===== src/rtl/max7219_spi_chain.sv =====
// max7219_spi_chain
//   Serial transmitter for a daisy-chain of MAX7219 LED drivers. One
//   register write per device is captured as a parallel frame and shifted
//   out MSB-first, farthest device first. SCLK is divided from clk, and the
//   block controls CS setup, hold and latch timing.
//
// Parameters
//   N_DEV    number of cascaded devices (frame F = 16*N_DEV bits)
//   CLK_DIV  SCLK half-period H in clk cycles (>= 1)
//
// Ports
//   clk      system clock
//   rst_n    asynchronous active-low reset
//   start    send request, sampled only while ready=1
//   address  per-device register address, byte i -> device i
//   data     per-device register data, byte i -> device i
//   ready    idle, start will be accepted
//   done     one-cycle pulse in the last cycle of the latch phase
//   sclk     serial clock, idle low
//   mosi     serial data, valid on sclk rising edge
//   cs       LOAD/CS, active-low, idle high
//
// Optional feature (macro MAX7219_SPI_CHAIN_REPEAT_EN)
//   start=1 in the final latch cycle re-captures the inputs and goes
//   straight to SETUP, skipping IDLE.

module max7219_spi_chain #(
    parameter int N_DEV   = 2,
    parameter int CLK_DIV = 4
) (
    input  logic               clk,
    input  logic               rst_n,
    input  logic               start,
    input  logic [8*N_DEV-1:0] address,
    input  logic [8*N_DEV-1:0] data,
    output logic               ready,
    output logic               done,
    output logic               sclk,
    output logic               mosi,
    output logic               cs
);

    localparam int F      = 16 * N_DEV;
    localparam int PW     = (CLK_DIV > 1) ? $clog2(CLK_DIV) : 1;
    localparam int BW     = $clog2(F + 1);
    localparam int PH_PRE = (CLK_DIV > 1) ? CLK_DIV - 2 : 0;

    localparam logic [PW-1:0] PH_LAST  = PW'(CLK_DIV - 1);
    localparam logic [PW-1:0] PH_DONE  = PW'(PH_PRE);
    localparam logic [BW-1:0] BIT_LAST = BW'(F);

    localparam logic [2:0] S_IDLE  = 3'd0;
    localparam logic [2:0] S_SETUP = 3'd1;
    localparam logic [2:0] S_SHIFT = 3'd2;
    localparam logic [2:0] S_HOLD  = 3'd3;
    localparam logic [2:0] S_LATCH = 3'd4;

    logic [2:0]    state_q, state_d;
    logic [PW-1:0] phase_q, phase_d;
    logic [BW-1:0] bits_q, bits_d;
    logic [F-1:0]  shreg_q, shreg_d;
    logic          sclk_q, sclk_d;
    logic          mosi_q, mosi_d;
    logic          cs_q, cs_d;
    logic          ready_q, ready_d;
    logic          done_q, done_d;

    logic [F-1:0]  frame;
    logic          phase_last;

    // Device N_DEV-1 occupies the top 16 bits so it is shifted out first.
    always_comb begin
        frame = '0;
        for (int unsigned i = 0; i < N_DEV; i++) begin
            frame[16*i +: 16] = {address[8*i +: 8], data[8*i +: 8]};
        end
    end

    assign phase_last = (phase_q == PH_LAST);

    always_comb begin
        state_d = state_q;
        phase_d = phase_last ? '0 : phase_q + 1'b1;
        bits_d  = bits_q;
        shreg_d = shreg_q;
        sclk_d  = sclk_q;
        mosi_d  = mosi_q;
        cs_d    = cs_q;
        ready_d = ready_q;
        done_d  = 1'b0;

        case (state_q)
            S_IDLE: begin
                phase_d = '0;
                if (start) begin
                    state_d = S_SETUP;
                    shreg_d = frame;
                    bits_d  = '0;
                    cs_d    = 1'b0;
                    ready_d = 1'b0;
                    mosi_d  = frame[F-1];
                end
            end
            S_SETUP: begin
                if (phase_last) begin
                    state_d = S_SHIFT;
                    sclk_d  = 1'b1;
                    bits_d  = bits_q + 1'b1;
                end
            end
            S_SHIFT: begin
                if (phase_last) begin
                    if (!sclk_q) begin
                        sclk_d = 1'b1;
                        bits_d = bits_q + 1'b1;
                    end else if (bits_q == BIT_LAST) begin
                        state_d = S_HOLD;
                        sclk_d  = 1'b0;
                    end else begin
                        // Rotate rather than shift so the current bit stays at
                        // the top and the next bit is always at F-2.
                        sclk_d  = 1'b0;
                        shreg_d = {shreg_q[F-2:0], shreg_q[F-1]};
                        mosi_d  = shreg_q[F-2];
                    end
                end
            end
            S_HOLD: begin
                if (phase_last) begin
                    state_d = S_LATCH;
                    cs_d    = 1'b1;
                    mosi_d  = 1'b0;
                    // With a one-cycle latch phase the first cycle is also the last.
                    done_d  = (CLK_DIV == 1);
                end
            end
            S_LATCH: begin
                if (!phase_last && (phase_q == PH_DONE)) begin
                    done_d = 1'b1;
                end
                if (phase_last) begin
`ifdef MAX7219_SPI_CHAIN_REPEAT_EN
                    if (start) begin
                        state_d = S_SETUP;
                        shreg_d = frame;
                        bits_d  = '0;
                        cs_d    = 1'b0;
                        mosi_d  = frame[F-1];
                    end else begin
                        state_d = S_IDLE;
                        ready_d = 1'b1;
                    end
`else
                    state_d = S_IDLE;
                    ready_d = 1'b1;
`endif
                end
            end
            default: begin
                state_d = S_IDLE;
                phase_d = '0;
                sclk_d  = 1'b0;
                mosi_d  = 1'b0;
                cs_d    = 1'b1;
                ready_d = 1'b1;
            end
        endcase
    end

    always_ff @(posedge clk or negedge rst_n) begin
        if (!rst_n) begin
            state_q <= S_IDLE;
            phase_q <= '0;
            bits_q  <= '0;
            shreg_q <= '0;
            sclk_q  <= 1'b0;
            mosi_q  <= 1'b0;
            cs_q    <= 1'b1;
            ready_q <= 1'b1;
            done_q  <= 1'b0;
        end else begin
            state_q <= state_d;
            phase_q <= phase_d;
            bits_q  <= bits_d;
            shreg_q <= shreg_d;
            sclk_q  <= sclk_d;
            mosi_q  <= mosi_d;
            cs_q    <= cs_d;
            ready_q <= ready_d;
            done_q  <= done_d;
        end
    end

    assign ready = ready_q;
    assign done  = done_q;
    assign sclk  = sclk_q;
    assign mosi  = mosi_q;
    assign cs    = cs_q;

endmodule


===== config.mk =====
export PLATFORM = sky130hd
export DESIGN_NAME = max7219_spi_chain
export DESIGN_NICKNAME = d
export VERILOG_FILES = /design/src/rtl/max7219_spi_chain.sv
export SDC_FILE = /design/constraint.sdc
export NUM_CORES = 1
export LEC_CHECK = 0
export CORE_ASPECT_RATIO = 0.6
export CORE_MARGIN = 3
export CORE_UTILIZATION = 35
export CTS_BUF_LIST = sky130_fd_sc_hd__clkbuf_4 sky130_fd_sc_hd__clkbuf_8
export CTS_CLUSTER_SIZE = 25
export DETAILED_ROUTE_END_ITERATION = 10
export GPL_TIMING_DRIVEN = 0
export HOLD_SLACK_MARGIN = 0.1
export PLACE_DENSITY = 0.63
export SETUP_SLACK_MARGIN = 0.02
export SLEW_MARGIN = 20
export SYNTH_ARGS = -nofsm -noshare
export SYNTH_HDL_FRONTEND = slang
export SYNTH_SLANG_ARGS = --single-unit

===== constraint.sdc =====
create_clock -name clk -period 2.05 [get_ports clk]
set_input_delay 0.41 -clock clk [delete_from_list [all_inputs] [get_ports clk]]
set_output_delay 0.41 -clock clk [all_outputs]
set_load 0.01 [all_outputs]

==> out/metrics.cfg <==
[sta]
max-slew-margin-rel_pct=59.2
tns_ns=0
fmax_ghz=0.504
fin_crit_sh_pct=96.8
worst_slew_pin_slew_ns=0.612
finalSetupViolations=0
clock_skew_ns=0.00500
fin_crit_ns=1.98
slew_violations=0
hold_viol=0
grt_setup_unrepaired=no

[yosys]
synth_area_leader_cell=dfrtp_1
synth_seq_cells=48
yosys_warnings=0
synth_area_leaders=dfrtp_1 (47%), mux2_1 (15%), mux2_2 (15%), dfstp_2 (2.1%), ha_1 (2.0%)
yosysUniqueCellTypes=34
yosysSeqAreaShare_pct=49.2
synthesis.nets=235
synthCells=196
synth_top_area_share_pct=47.0
synth.avg_cell_area_um2=12.5
synthesis.area_um2=2450

[critical_path]
crit_required_ns=2.25
cp-start-kind=register
r2r-start=state_q[0]
arrival_ns=2.19
cp-startpoint=state_q[0]
critPathKind=reg -> reg
crit_fanout=7
endpoint_kind=register

[finish]
nets=290
nFillCells=600
final_cells=336
areaGrowthSynthToFinish_pct=32.2
drive_above_1_share_pct=29.0
register_area_um2=1200
multiInputGateArea_um2=1230
n_antenna_cell=0
fin_area_um2=3240

[place]
portBuffers=39
placedCellCount=319
hpwl_um=3320
placed_area_um2=2940
gp_congestion=0.734

[cts]
clk-insertion-delay-late_ns=0.31
cts_buffers=5
cts-htree-levels=2
clockRootBuffer=clkbuf_8
cts.sinks=48
cts_tree=yes
postCtsHoldBufs=0
worst_setup_hold_path_clk_slew_ns=0.09
max-clock-path-buffers=2

[power]
peakVddDrop_mv=0.527
p_per_area_nw_per_um2=1270
total_power_mw=4.11
static-leakage-power_nw=1.35

[drt]
wl_um=5090
vias=1653
final_antenna_net_count=0
post-route-drc-count=0
drtPass1Iterations=4
wl_per_cell_um=15.2
vias_per_cell=4.92
drt_first_iter_violations=67

[run]
cap_violations=0

[global_route]
grt_pass1_vias=1657
grt_max_degree=49
grt_overflow=0
grt_antenna_before_repair=0
grtUsageTotal_pct=13.5
grt_pass1_wl_um=8460

[die]
start_util_pct=38.0
die_width_um=114
dieArea_um2=8070
fp.dieH_um=70.8
rows=22
core_um2=6440
io_pins=40

[hold_path]
hold_path_class=in -> async

[outcome]
status=finished, final reports clean

-- logic make-up (layout without fill, tap and decap cells) --
group,after synthesis,count (layout),synth area share [%]
muxes,64,64,29.4
DFF,48,48,49.2
and+or+nand+nor,31,31,6.69
AOI/OAI and AO/OA,27,27,7.66
buffers and inverters,18,74,3.58
adders and majority gates,4,4,2.04
xor gates and xnor gates,4,4,1.43
-- path summary, 6_finish.rpt --
check	to	slack, ns	cells past startpoint
max in group asynchronous	shreg_q[10]	1.54	1
max reg2reg	shreg_q[24]	0.07	6
min in group clk	shreg_q[20]	0.48	1
max	shreg_q[24]	0.07	6
min	shreg_q[23]	0.10	1
min reg2reg	shreg_q[20]	0.48	1
-- cell usage in the layout (no fill, tap or decap), types with 2 or more instances in the layout --
| cell type | netlist | final |
|---|---|---|
| buf_2 | 4 | 2 |
| o211ai_1 | 2 | 2 |
| mux2_2 | 32 | 32 |
| nand2b_1 | 4 | 3 |
| inv_1 | 7 | 7 |
| mux2_1 | 32 | 28 |
| nand2_1 | 6 | 6 |
| nor2_4 | 0 | 2 |
| buf_4 | 4 | 11 |
| clkbuf_8 | 0 | 5 |
| nor2b_1 | 2 | 2 |
| a21oi_1 | 9 | 9 |
| nor2_1 | 8 | 6 |
| a21o_1 | 2 | 2 |
| nor3_1 | 2 | 2 |
| clkdlybuf4s50_1 | 0 | 38 |
| ha_1 | 4 | 3 |
| dfrtp_1 | 46 | 46 |
| and3_1 | 2 | 2 |
| nand3_1 | 2 | 2 |
| dfstp_2 | 2 | 2 |
| nor3b_1 | 3 | 3 |
| mux2_4 | 0 | 4 |
| o2bb2ai_1 | 4 | 4 |
| xor2_1 | 3 | 3 |
| o22ai_1 | 2 | 2 |
| buf_6 | 0 | 4 |
-- synthesized netlist by cell type --
cell type / number
a211o_1: 1
a211oi_1: 1
a21o_1: 2
a21oi_1: 9
a221oi_1: 1
and3_1: 2
buf_2: 4
buf_4: 4
clkbuf_1: 3
dfrtp_1: 46
dfstp_2: 2
ha_1: 4
inv_1: 7
mux2_1: 32
mux2_2: 32
nand2_1: 6
nand2b_1: 4
nand3_1: 2
nor2_1: 8
nor2b_1: 2
nor3_1: 2
nor3b_1: 3
nor4_2: 1
o211ai_1: 2
o21ai_0: 1
o21ai_1: 1
o21bai_1: 1
o22ai_1: 2
o22ai_2: 1
o2bb2ai_1: 4
o32a_1: 1
or3_1: 1
xnor2_1: 1
xor2_1: 3
-- routing by layer --
layer  GRT usage (%)  up-vias  part of all wire (%)
li1                -      809                     -
met1            20.5      797                    53
met2            17.4       39                    39
met3            4.36        8                   6.4
met4            4.87        0                   1.4
met5               0        -                     0
-- flip-flops by register name (all words and copies together), names as in the netlist --
register	flops
done	1
phase_q	2
cs	1
sclk	1
mosi	1
ready	1
bits_q	6
shreg_q	32
state_q	3
-- area by class of cell --
class | count | share of cell area, %
Buffer | 9 | 2.28
Inverter | 7 | 0.812
Sequential cell | 48 | 37.2
Tap cell | 84 | 3.25
Clock inverter | 2 | 1.08
Timing Repair Buffer | 50 | 15.1
Clock buffer | 6 | 2.36
Multi-Input combinational cell | 130 | 38.0
-- worst max-delay path: stages (launching register included) --
cell      delay, ns
dfrtp_1        0.53
o211ai_1       0.15
or3_4          0.39
o22ai_4        0.20
buf_12         0.16
buf_6          0.13
mux2_1         0.32
-- timing repair --
action,CTS,global route
endpoints found under the setup margin,31,33
cloned,3,0
gates resized for setup,16,12
pin swaps,2,3
buffers inserted,6,2
-- power by group --
| part | internal (mW) | total, mW | leakage (nW) | switching, mW |
|---|---|---|---|---|
| Sequential | 1.39 | 1.68 | 0.575 | 0.288 |
| Clock | 0.376 | 0.713 | 0.0586 | 0.337 |
| Combinational | 0.996 | 1.72 | 0.719 | 0.723 |
| Total | 2.77 | 4.11 | 1.35 | 1.35 |
-- per-stage QoR --
step | util [%] | worst slack (ns) | hold slack, ns
2_1_floorplan | - | 0.0727 | 0.114
3_3_place_gp | 45.7 | -0.911 | 0.463
3_5_place_dp | 45.7 | -0.169 | 0.469
4_1_cts | 49.4 | 0.0129 | 0.119
5_1_grt | 50.3 | 0.0186 | 0.134
6_report | 50.3 | 0.0652 | 0.104
(Power assumes the default switching activity.)
